File: config.mk
export PLATFORM = sky130hd
export DESIGN_NAME = s_pipe
export DESIGN_NICKNAME = d
export VERILOG_FILES = /design/src/rtl/s_pipe_pkg.sv /design/src/rtl/s_pipe_stage.sv /design/src/rtl/s_pipe.sv
export SDC_FILE = /design/constraint.sdc
export NUM_CORES = 1
export LEC_CHECK = 0
export CAP_MARGIN = 0
export CELL_PAD_IN_SITES_DETAIL_PLACEMENT = 1
export CELL_PAD_IN_SITES_GLOBAL_PLACEMENT = 1
export CORE_ASPECT_RATIO = 0.75
export CORE_MARGIN = 2
export CORE_UTILIZATION = 30
export DETAILED_ROUTE_END_ITERATION = 10
export PLACE_DENSITY = 0.94
export SLEW_MARGIN = 20
export SYNTH_ARGS = -nofsm -noshare
export SYNTH_HDL_FRONTEND = slang
export SYNTH_HIERARCHICAL = 1
export SYNTH_SLANG_ARGS = --single-unit
File: constraint.sdc
create_clock -name clk -period 3.4 [get_ports clk]
set_input_delay 0.85 -clock clk [delete_from_list [all_inputs] [get_ports clk]]
set_output_delay 0.85 -clock clk [all_outputs]
set_load 0.005 [all_outputs]
File: src/rtl/s_pipe_pkg.sv
// Shared constants and helpers for the s_pipe gated-select valid/ready pipeline.
package s_pipe_pkg;

   localparam int          N_DEF         = 8;
   localparam int          SEL_W_DEF     = 2;
   localparam int          DEPTH_DEF     = 2;
   localparam logic [31:0] GATE_MASK_DEF = 32'h0000_0002;

   function automatic int ch_of(input int sel_w);
      return 1 << sel_w;
   endfunction

   function automatic int occ_w(input int depth);
      return $clog2(depth + 1);
   endfunction

   // One select bit: mask=1 ORs the operands, mask=0 ANDs them.
   function automatic logic gate_bit(input logic m, input logic a, input logic b);
      return m ? (a | b) : (a & b);
   endfunction

endpackage

File: src/rtl/s_pipe_stage.sv
// One pipeline stage: valid flag plus data register, loaded from its source or emptied on move.
module s_pipe_stage #(
   parameter int N = 8
) (
   input  logic         clk,
   input  logic         clr,
   input  logic         load,
   input  logic         move,
   input  logic [N-1:0] src,
   output logic [N-1:0] data,
   output logic         valid
);

   always_ff @(posedge clk) begin
      if (clr) begin
         valid <= 1'b0;
         data  <= '0;
      end else begin
         if (load)      valid <= 1'b1;
         else if (move) valid <= 1'b0;
         if (load)      data  <= src;
      end
   end

endmodule

File: src/rtl/s_pipe.sv
// Gated channel select feeding a DEPTH-stage valid/ready pipeline with bubble collapse.
// Optional occupancy counter output occ when S_PIPE_OCC_EN is defined.
module s_pipe
   import s_pipe_pkg::*;
#(
   parameter int               N         = N_DEF,
   parameter int               SEL_W     = SEL_W_DEF,
   parameter int               DEPTH     = DEPTH_DEF,
   parameter logic [SEL_W-1:0] GATE_MASK = GATE_MASK_DEF[SEL_W-1:0]
) (
   input  logic                         clk,
   input  logic                         clr,
   input  logic [ch_of(SEL_W)*N-1:0]    d,
   input  logic [SEL_W-1:0]             a,
   input  logic [SEL_W-1:0]             b,
   input  logic                         in_valid,
   output logic                         in_ready,
   output logic [N-1:0]                 out_data,
   output logic                         out_valid,
   input  logic                         out_ready
`ifdef S_PIPE_OCC_EN
   ,
   output logic [occ_w(DEPTH)-1:0]      occ
`endif
);

   logic [SEL_W-1:0]          sel;
   logic [N-1:0]              mux;
   logic [DEPTH-1:0]          v, mv, ld;
   logic [DEPTH-1:0][N-1:0]   r, src;

   always_comb begin
      sel = '0;
      for (int i = 0; i < SEL_W; i++) sel[i] = gate_bit(GATE_MASK[i], a[i], b[i]);
   end

   assign mux = d[sel*N +: N];

   // Move chain resolves from the head backwards so a draining head frees the whole pipe in one cycle.
   always_comb begin
      mv = '0;
      mv[DEPTH-1] = v[DEPTH-1] & out_ready;
      for (int i = DEPTH-2; i >= 0; i--) mv[i] = v[i] & (!v[i+1] | mv[i+1]);
   end

   assign in_ready = !clr & (!v[0] | mv[0]);

   // A stage loads exactly when its upstream neighbour moves into it.
   always_comb begin
      ld     = '0;
      src    = '0;
      ld[0]  = in_valid & in_ready;
      src[0] = mux;
      for (int i = 1; i < DEPTH; i++) begin
         ld[i]  = mv[i-1];
         src[i] = r[i-1];
      end
   end

   for (genvar g = 0; g < DEPTH; g++) begin : g_stage
      s_pipe_stage #(.N(N)) u_stage (
         .clk   (clk),
         .clr   (clr),
         .load  (ld[g]),
         .move  (mv[g]),
         .src   (src[g]),
         .data  (r[g]),
         .valid (v[g])
      );
   end

   assign out_data  = r[DEPTH-1];
   assign out_valid = v[DEPTH-1];

`ifdef S_PIPE_OCC_EN
   localparam int OCC_W = occ_w(DEPTH);
   logic acc, drain;

   assign acc   = in_valid & in_ready;
   assign drain = out_valid & out_ready;

   always_ff @(posedge clk) begin
      if (clr)                occ <= '0;
      else if (acc && !drain) occ <= occ + OCC_W'(1);
      else if (drain && !acc) occ <= occ - OCC_W'(1);
   end
`endif

endmodule

==> flow_results.org <==
** STA
- Post-route clock period utilization :: 0.8753
- Setup repair after global routing missed its margin :: no
- Final worst hold slack :: 0.5043 ns
- Number of hold violations in the final report :: 0
- Setup slack on the critical path of the routed design comes to 0.4241 ns.
- Worst slew slack as a fraction of its limit :: 0.8125
- The final count of pins violating max slew was 0.
- Total Neg Setup Slack :: 0 ns
- Final worst path period need :: about 3 ns
- Worst Clk Skew :: 0.002759 ns
- Peak clock frequency supported by timing :: 0.3360 GHz
- Setup violations remaining at the end of the flow were counted as 0.
- At the pin with the least slew margin, the transition time is 0.2805 ns.

** Global route
- The number of global-route vias before repair is 915.
- GRT Resource Usage Total :: 0.1681
- Summed over all layers, the global routing overflow is 0.
- First-pass GRT wire length :: 4084 um
- Maximum number of pins on one net before global-route repair :: 20
- Number of antenna violations at the first check in global routing :: 0

** Placed design
- Worst setup slack after placement :: 0.4362 ns
- Port buffering added 49 buffers.
- Routability-driven placement finished with a final weighted congestion of roughly 0.61.
- Half-perimeter wire length after placement :: between 2000 and 2500 um
- Once placement finished, the instance area stood at about 1400 um2.

** Floorplanning
- Cell row count :: 17
- In this run the count of I/O pins placed on the die edge is 50.
- Measured along the x axis, the die boundary spans 67.45 um.
- After floorplanning, the core was sized to cover 2914 um2.
- The die covers 3480 um2.
- For this configuration, the core starts out at a cell density of 0.3109.
- From bottom edge to top edge, the die measures 51.59 um.

** Synthesis
- For this run, the register share of the synthesized area comes to 0.3978.
- Of all flip-flops after synthesis, the portion carrying an async set or reset was 0.
- Number of flops mapped to enable cells by yosys :: 0
- The number of nets in the synthesized netlist is between 100 and 150.
- In this run the mean area of a mapped cell was ~12 um2.
- Top cells by area, synth :: dfxtp_1 (40%), mux4_1 (23%), mux2i_1 (18%), nor2_1 (6.6%), buf_6 (2.5%)
- Most numerous cell in the Yosys netlist :: dfxtp_1
- Cell type contributing the most total cell area after synthesis :: dfxtp_1
- Top-area cell type share of the netlist area :: 0.3978
- Post-synthesis instance area :: 905.9 um2
- Number of synthesized register bits :: 18
- Top flip-flop cell by instance count after synthesis :: dfxtp_1
- The Yosys step of the flow raised 6 warnings.
- The synthesized netlist contains 14 unique library cells.
- The commonest cells after synthesis are dfxtp_1 (18), mux2i_1 (16), nor2_1 (16).
- Synthesis produced 76 cells.

** Worst setup path
- CP Data Required Time :: 2.55 ns
- Worst path bufs/invs :: 2
- Maximum fanout along the worst path :: 3
- Type of destination of the critical path :: output port
- On the critical path the largest part of the delay comes from buffers and inverters.
- CP startpoint kind :: input port
- CP max stage delay :: 0.53 ns
- Traced cell by cell, the critical path runs through clkdlybuf4s50_1, nor2b_1, a21oi_1, clkdlybuf4s50_1.
- By startpoint and endpoint, the worst setup path is classified as input port to output port.
- CP max stage cell :: clkdlybuf4s50_1
- The cell that appears most often on the critical path is clkdlybuf4s50_1.
- Data arrival time of the critical path :: 2.13 ns

** Route
- Routed length per placed instance :: 15.25 um
- DRC :: 0
- The detailed router finished its first iteration with 0 violations.
- Wire length reported by the detailed router :: 2517 um
- Routed via count divided by cell count :: 4.842
- For this block, the via count after detailed routing is 799.
- For this run, the detailed router's first-pass iteration total came to 1.
- Antenna-violating nets left :: 0

** Final layout
- Filler Cells Inserted :: 301
- Of the cells placed in the final design, the portion with a size suffix greater than 1 is 0.07087.
- Antenna cell count :: 0
- Share of the core filled with cells in the final layout :: 0.5079
- Post-route cell area :: about 1500 um2
- The net count of the finished layout is around 170.
- Multi-input combinational cell area :: 506.7 um2
- The sequential cells in the finished layout cover a total of ~360 um2.
- Area growth, synth to finish :: 63.40%

** Clocking
- TritonCTS clock tree :: built
- Post-CTS Resized :: 0
- Clock Latency Late Sink :: 0.25 ns
- Number of hold buffers added after CTS :: 0
- Post-CTS timing repair inserted 0 buffers for setup.
- Count of clock tree sinks :: 18
- CTS max path bufs :: 2
- CTS built an H-tree with a depth of 1.
- CTS root buf :: clkbuf_8
- Clock slew seen by the registers of the worst setup and hold paths :: 0.06 ns
- TritonCTS created 3 clock buffers.

** Pwr
- Leakage power of the design :: 0.5657 nW
- Peak VDD IR :: about 0.12 mV
- Power spread over the standard cell area amounts to roughly 320 nW/um2.

** Min path
- Type of the most critical hold path :: flop to flop

** Status
- Run status :: finished, final reports clean

** Job
- The tool flagged a number of max-cap violations equal to 0.
==> path summary, 6_finish.rpt <==
path / startpoint / end / slack [ns] / cells past startpoint
max reg2reg: g_stage[1].u_stage/valid / g_stage[0].u_stage/data[6] / 2.07 / 5
max: out_ready / in_ready / 0.42 / 4
min reg2reg: g_stage[0].u_stage/data[5] / g_stage[0].u_stage/data[5] / 0.50 / 2
min: g_stage[0].u_stage/data[5] / g_stage[0].u_stage/data[5] / 0.50 / 2
==> cells in the final DEF, fill, tap and decap left out <==
cell type	n
mux4_1	8
a211oi_2	1
clkbuf_8	3
buf_4	3
nand2_2	1
clkdlybuf4s50_1	49
nor2_1	16
mux2i_1	16
a21oi_1	3
dfxtp_1	18
nor2_4	1
and2_1	1
nor2b_1	2
nand2b_1	2
inv_1	3
==> where the power goes <==
| group | internal, mW | switching (mW) | leakage [nW] |
|---|---|---|---|
| logic | 0.0735 | 0.0356 | 0.398 |
| registers | 0.220 | 0.00545 | 0.147 |
| clock network | 0.0786 | 0.0662 | 0.0216 |
| total | 0.372 | 0.107 | 0.566 |
==> registers in the layout, indices dropped and copies added, names as in the netlist <==
register and count:
g_stage.u_stage/data 16, g_stage.u_stage/valid 2
==> worst register-to-register path, cell delays in order (launching register included) <==
cell and delay [ns]:
dfxtp_1 0.33, nor2b_1 0.17, a211oi_2 0.21, buf_4 0.22, mux2i_1 0.23, nor2_1 0.06
==> layer usage <==
metal	up-vias	GRT usage	share of wire
met5	-	0	0
met4	0	0.1122	0.029
met3	6	0.02814	0.055
met2	43	0.2904	0.50
met1	371	0.1902	0.42
li1	379	-	-
==> cell families after synthesis <==
logic type	synth area share
compound gates	0.02486
buf+inv	0.04834
flops	0.3978
mux	0.4088
simple gates	0.1202
==> stage by stage <==
stage               cells  power (mW)
CTS                   165      0.4864
global placement      162      0.3318
global route          165      0.4997
finish                165      0.4794
detailed placement    162      0.3402
floorplan              76      0.2759
==> area by class of cell <==
class / count / share of cell area
sequential: 18 / 0.2434
tap: 38 / 0.03212
timing repair buffer: 52 / 0.3466
clock buffer: 3 / 0.02790
inverter: 3 / 0.007608
multi-input combinational: 51 / 0.3423
(Power assumes the default switching activity.)
